**config.mk**
```make
export PLATFORM = sky130hd
export DESIGN_NAME = rtc_display_scan
export DESIGN_NICKNAME = d
export VERILOG_FILES = /design/src/rtl/rtc_display_scan.sv
export SDC_FILE = /design/constraint.sdc
export NUM_CORES = 1
export LEC_CHECK = 0
export ABC_CLOCK_PERIOD_IN_PS = 1920
export BUFFER_PORTS_ARGS = -buffer_cell sky130_fd_sc_hd__buf_2
export CORE_MARGIN = 4
export CORE_UTILIZATION = 50
export CTS_CLUSTER_DIAMETER = 120
export DETAILED_ROUTE_END_ITERATION = 10
export PLACE_DENSITY = 0.75
export SLEW_MARGIN = 20
export SYNTH_ARGS = -nofsm -noshare
export SYNTH_HDL_FRONTEND = slang
export SYNTH_SLANG_ARGS = --single-unit
export TNS_END_PERCENT = 30
```
**constraint.sdc**
```tcl
create_clock -name clk -period 1.92 [get_ports clk]
set_clock_uncertainty 0.2 [all_clocks]
set_input_delay 0.192 -clock clk [delete_from_list [all_inputs] [get_ports clk]]
set_output_delay 0.192 -clock clk [all_outputs]
set_load 0.005 [all_outputs]
```
**src/rtl/rtc_display_scan.sv**
```systemverilog
// Time-multiplexed driver for a shared 6-digit 7-segment display.
// Snapshots the clock digits once per frame and blanks the anodes at the start of every slot.
module rtc_display_scan #(
    parameter int SCAN_DIV      = 50000,
    parameter int BLANK_CYCLES  = 500,
    parameter bit AN_ACTIVE_LOW = 1'b1,
    parameter bit SEG_INVERT    = 1'b0
) (
    input  logic       clk,
    input  logic       rst,
    input  logic [6:0] hrm,
    input  logic [6:0] hrl,
    input  logic [6:0] min_m,
    input  logic [6:0] min_l,
    input  logic [6:0] sec_m,
    input  logic [6:0] sec_l,
    input  logic       colon_en,
    output logic [6:0] seg,
    output logic       dp,
    output logic [5:0] an,
    output logic       frame_start
);

    localparam int CW = $clog2(SCAN_DIV);

    localparam logic [CW-1:0] CNT_LAST   = CW'(SCAN_DIV - 1);
    localparam logic [CW-1:0] BLANK_END  = CW'(BLANK_CYCLES);
    localparam logic [5:0]    AN_OFF     = AN_ACTIVE_LOW ? 6'h3F : 6'h00;
    localparam logic [6:0]    SEG_OFF    = SEG_INVERT ? 7'h00 : 7'h7F;
    localparam logic [6:0]    BLANK_CODE = 7'h7F;

    // Slot order matches the anode numbering: slot k drives an[k].
    typedef enum logic [2:0] {
        D_SEC_L = 3'd0,
        D_SEC_M = 3'd1,
        D_MIN_L = 3'd2,
        D_MIN_M = 3'd3,
        D_HR_L  = 3'd4,
        D_HR_M  = 3'd5
    } digit_e;

    typedef logic [5:0][6:0] snap_t;

    logic [CW-1:0] cnt_q, cnt_d;
    digit_e        idx_q, idx_d;
    snap_t         snap_q, snap_d;
    logic [5:0]    an_q, an_d;
    logic [6:0]    seg_q, seg_d;
    logic          dp_q, dp_d;
    logic          frame_start_q, frame_start_d;

    logic       frame_tick;
    logic       blank;
    logic [5:0] an_sel;
    logic [6:0] code;

    always_comb begin
        // NOTE: every signal gets a default first so no path can leave it unassigned (no latches).
        cnt_d         = cnt_q;
        idx_d         = idx_q;
        snap_d        = snap_q;
        an_d          = AN_OFF;
        seg_d         = SEG_OFF;
        dp_d          = 1'b1;
        frame_start_d = 1'b0;

        frame_tick = (idx_q == D_SEC_L) && (cnt_q == '0);
        blank      = (cnt_q < BLANK_END);
        an_sel     = 6'b000001 << idx_q;
        code       = snap_q[idx_q];

        if (cnt_q == CNT_LAST) begin
            cnt_d = '0;
            idx_d = (idx_q == D_HR_M) ? D_SEC_L : digit_e'(idx_q + 3'd1);
        end else begin
            cnt_d = cnt_q + CW'(1);
        end

        // The whole frame shows one coherent time value; inputs are ignored elsewhere.
        if (frame_tick) begin
            snap_d = {hrm, hrl, min_m, min_l, sec_m, sec_l};
        end

        if (!blank) begin
            an_d  = AN_ACTIVE_LOW ? ~an_sel : an_sel;
            seg_d = SEG_INVERT ? ~code : code;
            if (colon_en && (idx_q == D_MIN_L || idx_q == D_HR_L)) begin
                dp_d = 1'b0;
            end
        end

        frame_start_d = frame_tick;
    end

    always_ff @(posedge clk or negedge rst) begin
        if (!rst) begin
            cnt_q         <= '0;
            idx_q         <= D_SEC_L;
            // NOTE: the snapshot registers are reset so a blank display is shown before the first capture.
            snap_q        <= {6{BLANK_CODE}};
            an_q          <= AN_OFF;
            seg_q         <= SEG_OFF;
            dp_q          <= 1'b1;
            frame_start_q <= 1'b0;
        end else begin
            // NOTE: non-blocking assignments so all state updates see pre-edge values.
            cnt_q         <= cnt_d;
            idx_q         <= idx_d;
            snap_q        <= snap_d;
            an_q          <= an_d;
            seg_q         <= seg_d;
            dp_q          <= dp_d;
            frame_start_q <= frame_start_d;
        end
    end

    assign seg         = seg_q;
    assign dp          = dp_q;
    assign an          = an_q;
    assign frame_start = frame_start_q;

endmodule

```
==> impl_summary.txt <==
----------------------------------------------------
[Setup path]
  Critical path endpoint category ... flip-flop
  Worst reg2reg path endpoint ... idx_q[1]$_DFFE_PN0N_
  Cells along the critical path ... or2_1, or4_4, nor4_4, mux2_4
  Critical path launch point type ... flip-flop
  Critical Path Slowest Stage Cell ... or4_4
  Capturing instance or port of the critical path ... idx_q[1]$_DFFE_PN0N_
  Arrival time reported for the critical path endpoint ... 1.99 ns
  Required time of the critical path ... between 1.5 and 2 ns
  Max stage delay on crit path ... around 0.48 ns
  Kind of critical path ... reg -> reg
  Max Fanout on Critical Path ... 3
  Worst setup path startpoint ... cnt_q[12]$_DFF_PN0_
  R2R setup slack ... -0.04 ns
  Origin of the critical flop-to-flop path ... cnt_q[12]$_DFF_PN0_
  Number of cells traversed by the worst register-to-register path ... 4

[Place]
  Number of buffer cells added on primary ports ... a little under 60
  Post-DP HPWL ... approximately 4.5 mm
  RD Place Congestion ... 0.820

[Synthesis]
  Synthesized area per cell ... roughly 14 um2
  Warnings, synthesis ... 0
  Flip-flop and latch count after synthesis ... 76
  Top area cells in the synthesized netlist ... dfstp_2, dfrtp_1, mux2_2, mux4_2, mux2_1
  Number of nets produced by synthesis ... around 290
  Gate Count Post-Synth ... between 200 and 250
  Netlist area before placement ... roughly 3400 um2
  Post-synth top area cell ... dfstp_2
  Seq/Total Area, Yosys ... slightly below 60%
  Share of the synthesized area in the top cell type ... 43.5%
  Distinct cell type count of the synthesized netlist ... 35

[STA]
  # setup viols final ... 2
  Unrepaired setup endpoints after global routing ... true
  Peak Freq ... around 510 MHz
  Worst hold margin ... about 0.21 ns
  Number of pins exceeding their max-slew limit in the final report ... 0
  Clock period minus final worst setup slack ... about 2 ns
  Worst slew margin ... 70.7%
  Total negative slack for setup checks ... -0.0597 ns
  Number of hold violations in the final report ... 0
  Final Worst Setup Slack ... -0.0403 ns
  Slew of the pin with the lowest slew margin ... roughly 0.44 ns
  Post-route clock period utilization ... 102%

[Outcome]
  Run status ... complete, but fails checks
  Violations in the final reports ... setup timing

[Clock tree]
  Cell chosen for the clock root ... clkbuf_8
  Clk_lat worst skew ... roughly 0.34 ns
  Number of H-tree levels ... 3
  Maximum number of buffers from clock root to sink ... 2
  Sinks on Clock Net ... 76
  Clock slew at reported path FFs ... about 0.080 ns
  TritonCTS clock tree ... done
  Total CTS buffers ... 9

[Drt]
  Initial detailed-routing violation count ... 90
  Vias after detailed routing ... 2429
  Number of remaining DRC errors ... 0
  Average wire length per cell after detail routing ... about 16 um
  Average via count per standard cell ... ~5.3
  Post-detailed-routing wire length ... between 7 and 8 mm
  Antenna Violating Nets Remaining ... 0
  Pre-Repair DR Iteration Count ... 4

[Layout]
  Net count reported at finish ... 423
  Share of cells above drive strength 1 ... a little under three fifths
  Number of fill cells ... around 440
  Post-layout util ... 71.6%
  Diodes inserted ... 0
  Signed area change from the synthesized netlist to the final layout ... 36.8%

[Floorplan]
  Floorplan core area ... roughly 6500 um2
  Effective utilization at floorplan ... 52.3%
  Floorplan row count ... 29
  Floorplan die area ... approximately 8000 um2
  Top Ports ... 60
  Width of the die ... around 90 um
  Die height ... ~90 um

[Worst hold path]
  Hold WC Path Type ... in -> async

[Flow run]
  Maxcap violations ... 0

[Pwr]
  Peak supply drop ... between 400 and 500 uV
  Ratio of total power to cell area ... between 600 and 700 nW/um2
  Leakage ... a little over 0.002 uW

[Global routing]
  Number of global-route vias before repair ... approximately 2500
  Pin count of the biggest net entering global routing ... a little under 80
  Initial antenna violation count ... 0
  First-pass GRT wire length ... about 13 mm
  Total global routing track utilization ... between 15 and 20%
  Remaining global-route overflow ... 0

----------------------------------------------------
[through the flow]
step	setup slack, ns	instance area [um2]	std cells	total power [uW]
2_1_floorplan	-0.105	3380	245	1780
3_3_place_gp	-0.0364	3940	396	1870
3_5_place_dp	-0.0901	3940	396	1880
4_1_cts	-0.00729	4600	456	3040
5_1_grt	-0.0682	4620	457	3150
6_report	-0.0403	4620	457	3010
[cells in the final DEF (no fill, tap or decap), drive strengths merged, types with 2 or more instances in the layout]
cell	n
clkbuf	10
mux4	7
ha	3
xor2	9
buf	86
nand4	6
nand3	10
or2	3
nor3	3
nor4	5
a22oi	7
mux2	51
and4	2
nor2	19
dlygate4sd3	44
clkinv	3
nand2	12
xnor2	6
inv	7
dfrtp	20
dfstp	56
[cells by family (layout without fill, tap and decap cells)]
family,Yosys count,count (layout),share of synthesized area [%]
flip-flops,76,76,58.3
adder cells (fa/ha/maj),3,3,1.11
AND/OR/NAND/NOR,65,65,10.3
buffers and inverters,16,151,2.00
AO/OA/AOI/OAI,11,11,2.30
XOR/XNOR,15,15,3.89
multiplexers,59,59,22.1
[critical path: cells and delay by family (launching register included)]
| family | cells | cell delay [ns] |
|---|---|---|
| and+or+nand+nor | 3 | 0.93 |
| DFF | 1 | 0.39 |
| muxes | 1 | 0.32 |
[state kept, by name, indices dropped and copies added, names as in the netlist]
| name | count |
|---|---|
| an | 6 |
| cnt_q | 16 |
| dp | 1 |
| frame_start | 1 |
| idx_q | 3 |
| seg | 7 |
| snap_q | 42 |
[worst min path at each step]
stage | start | end | depth (start not counted)
after floorplan | rst | cnt_q[0]$_DFF_PN0_ | 0
after global placement | rst | cnt_q[2]$_DFF_PN0_ | 2
after detailed placement | rst | cnt_q[2]$_DFF_PN0_ | 2
after CTS | rst | cnt_q[2]$_DFF_PN0_ | 3
after global routing | rst | cnt_q[2]$_DFF_PN0_ | 3
final | rst | idx_q[0]$_DFFE_PN0N_ | 3
[layer usage]
metal / vias up / GRT usage, % / share of wire [%] / wire length (um)
met1: 1213 / 25.5 / 44 / 3200
met2: 66 / 31.0 / 50 / 3590
li1: 1134 / - / - / -
met3: 16 / 4.09 / 4.0 / 290
met5: - / 0 / 0 / 0
met4: 0 / 8.16 / 2.2 / 156
[where the power goes]
part           internal, uW  leakage [uW]  switching [uW]  total, uW
clock network           502     0.0000928             583       1090
registers              1680      0.000854            21.3       1700
logic                   141       0.00108            76.0        217
[what timing repair did]
item	CTS	global route
hold buffers	44	0
endpoints found under the setup margin	43	45
resized for setup	6	4
pin swaps	1	0
hold endpoints to repair	119	0
setup buffers	0	1
[layout make-up]
| cell class | instances | area [um2] | area share [%] |
|---|---|---|---|
| Clock buffer | 10 | 138 | 2.98 |
| Multi-Input combinational cell | 153 | 1390 | 30.1 |
| Tap cell | 77 | 96.3 | 2.08 |
| Clock inverter | 6 | 37.5 | 0.812 |
| Timing Repair Buffer | 130 | 967 | 20.9 |
| Sequential cell | 76 | 1970 | 42.7 |
| Inverter | 5 | 18.8 | 0.406 |
[cell usage after synthesis]
| library cell | n |
|---|---|
| a21oi_1 | 1 |
| a22oi_1 | 7 |
| and2_1 | 1 |
| and4_1 | 2 |
| buf_1 | 1 |
| buf_2 | 6 |
| clkbuf_1 | 4 |
| dfrtp_1 | 20 |
| dfstp_2 | 56 |
| ha_1 | 3 |
| inv_1 | 5 |
| mux2_1 | 12 |
| mux2_2 | 38 |
| mux2_4 | 1 |
| mux2i_1 | 1 |
| mux4_2 | 7 |
| nand2_1 | 12 |
| nand3_1 | 10 |
| nand4_1 | 6 |
| nor2_1 | 19 |
| nor2b_1 | 1 |
| nor3_1 | 2 |
| nor3_4 | 1 |
| nor4_1 | 4 |
| nor4_2 | 1 |
| nor4b_1 | 1 |
| o211ai_1 | 1 |
| o21ai_0 | 1 |
| o31ai_1 | 1 |
| or2_1 | 2 |
| or2_2 | 1 |
| or3_4 | 1 |
| or4_4 | 1 |
| xnor2_1 | 6 |
| xor2_1 | 9 |
No activity file was read; power rests on OpenSTA's default activity.
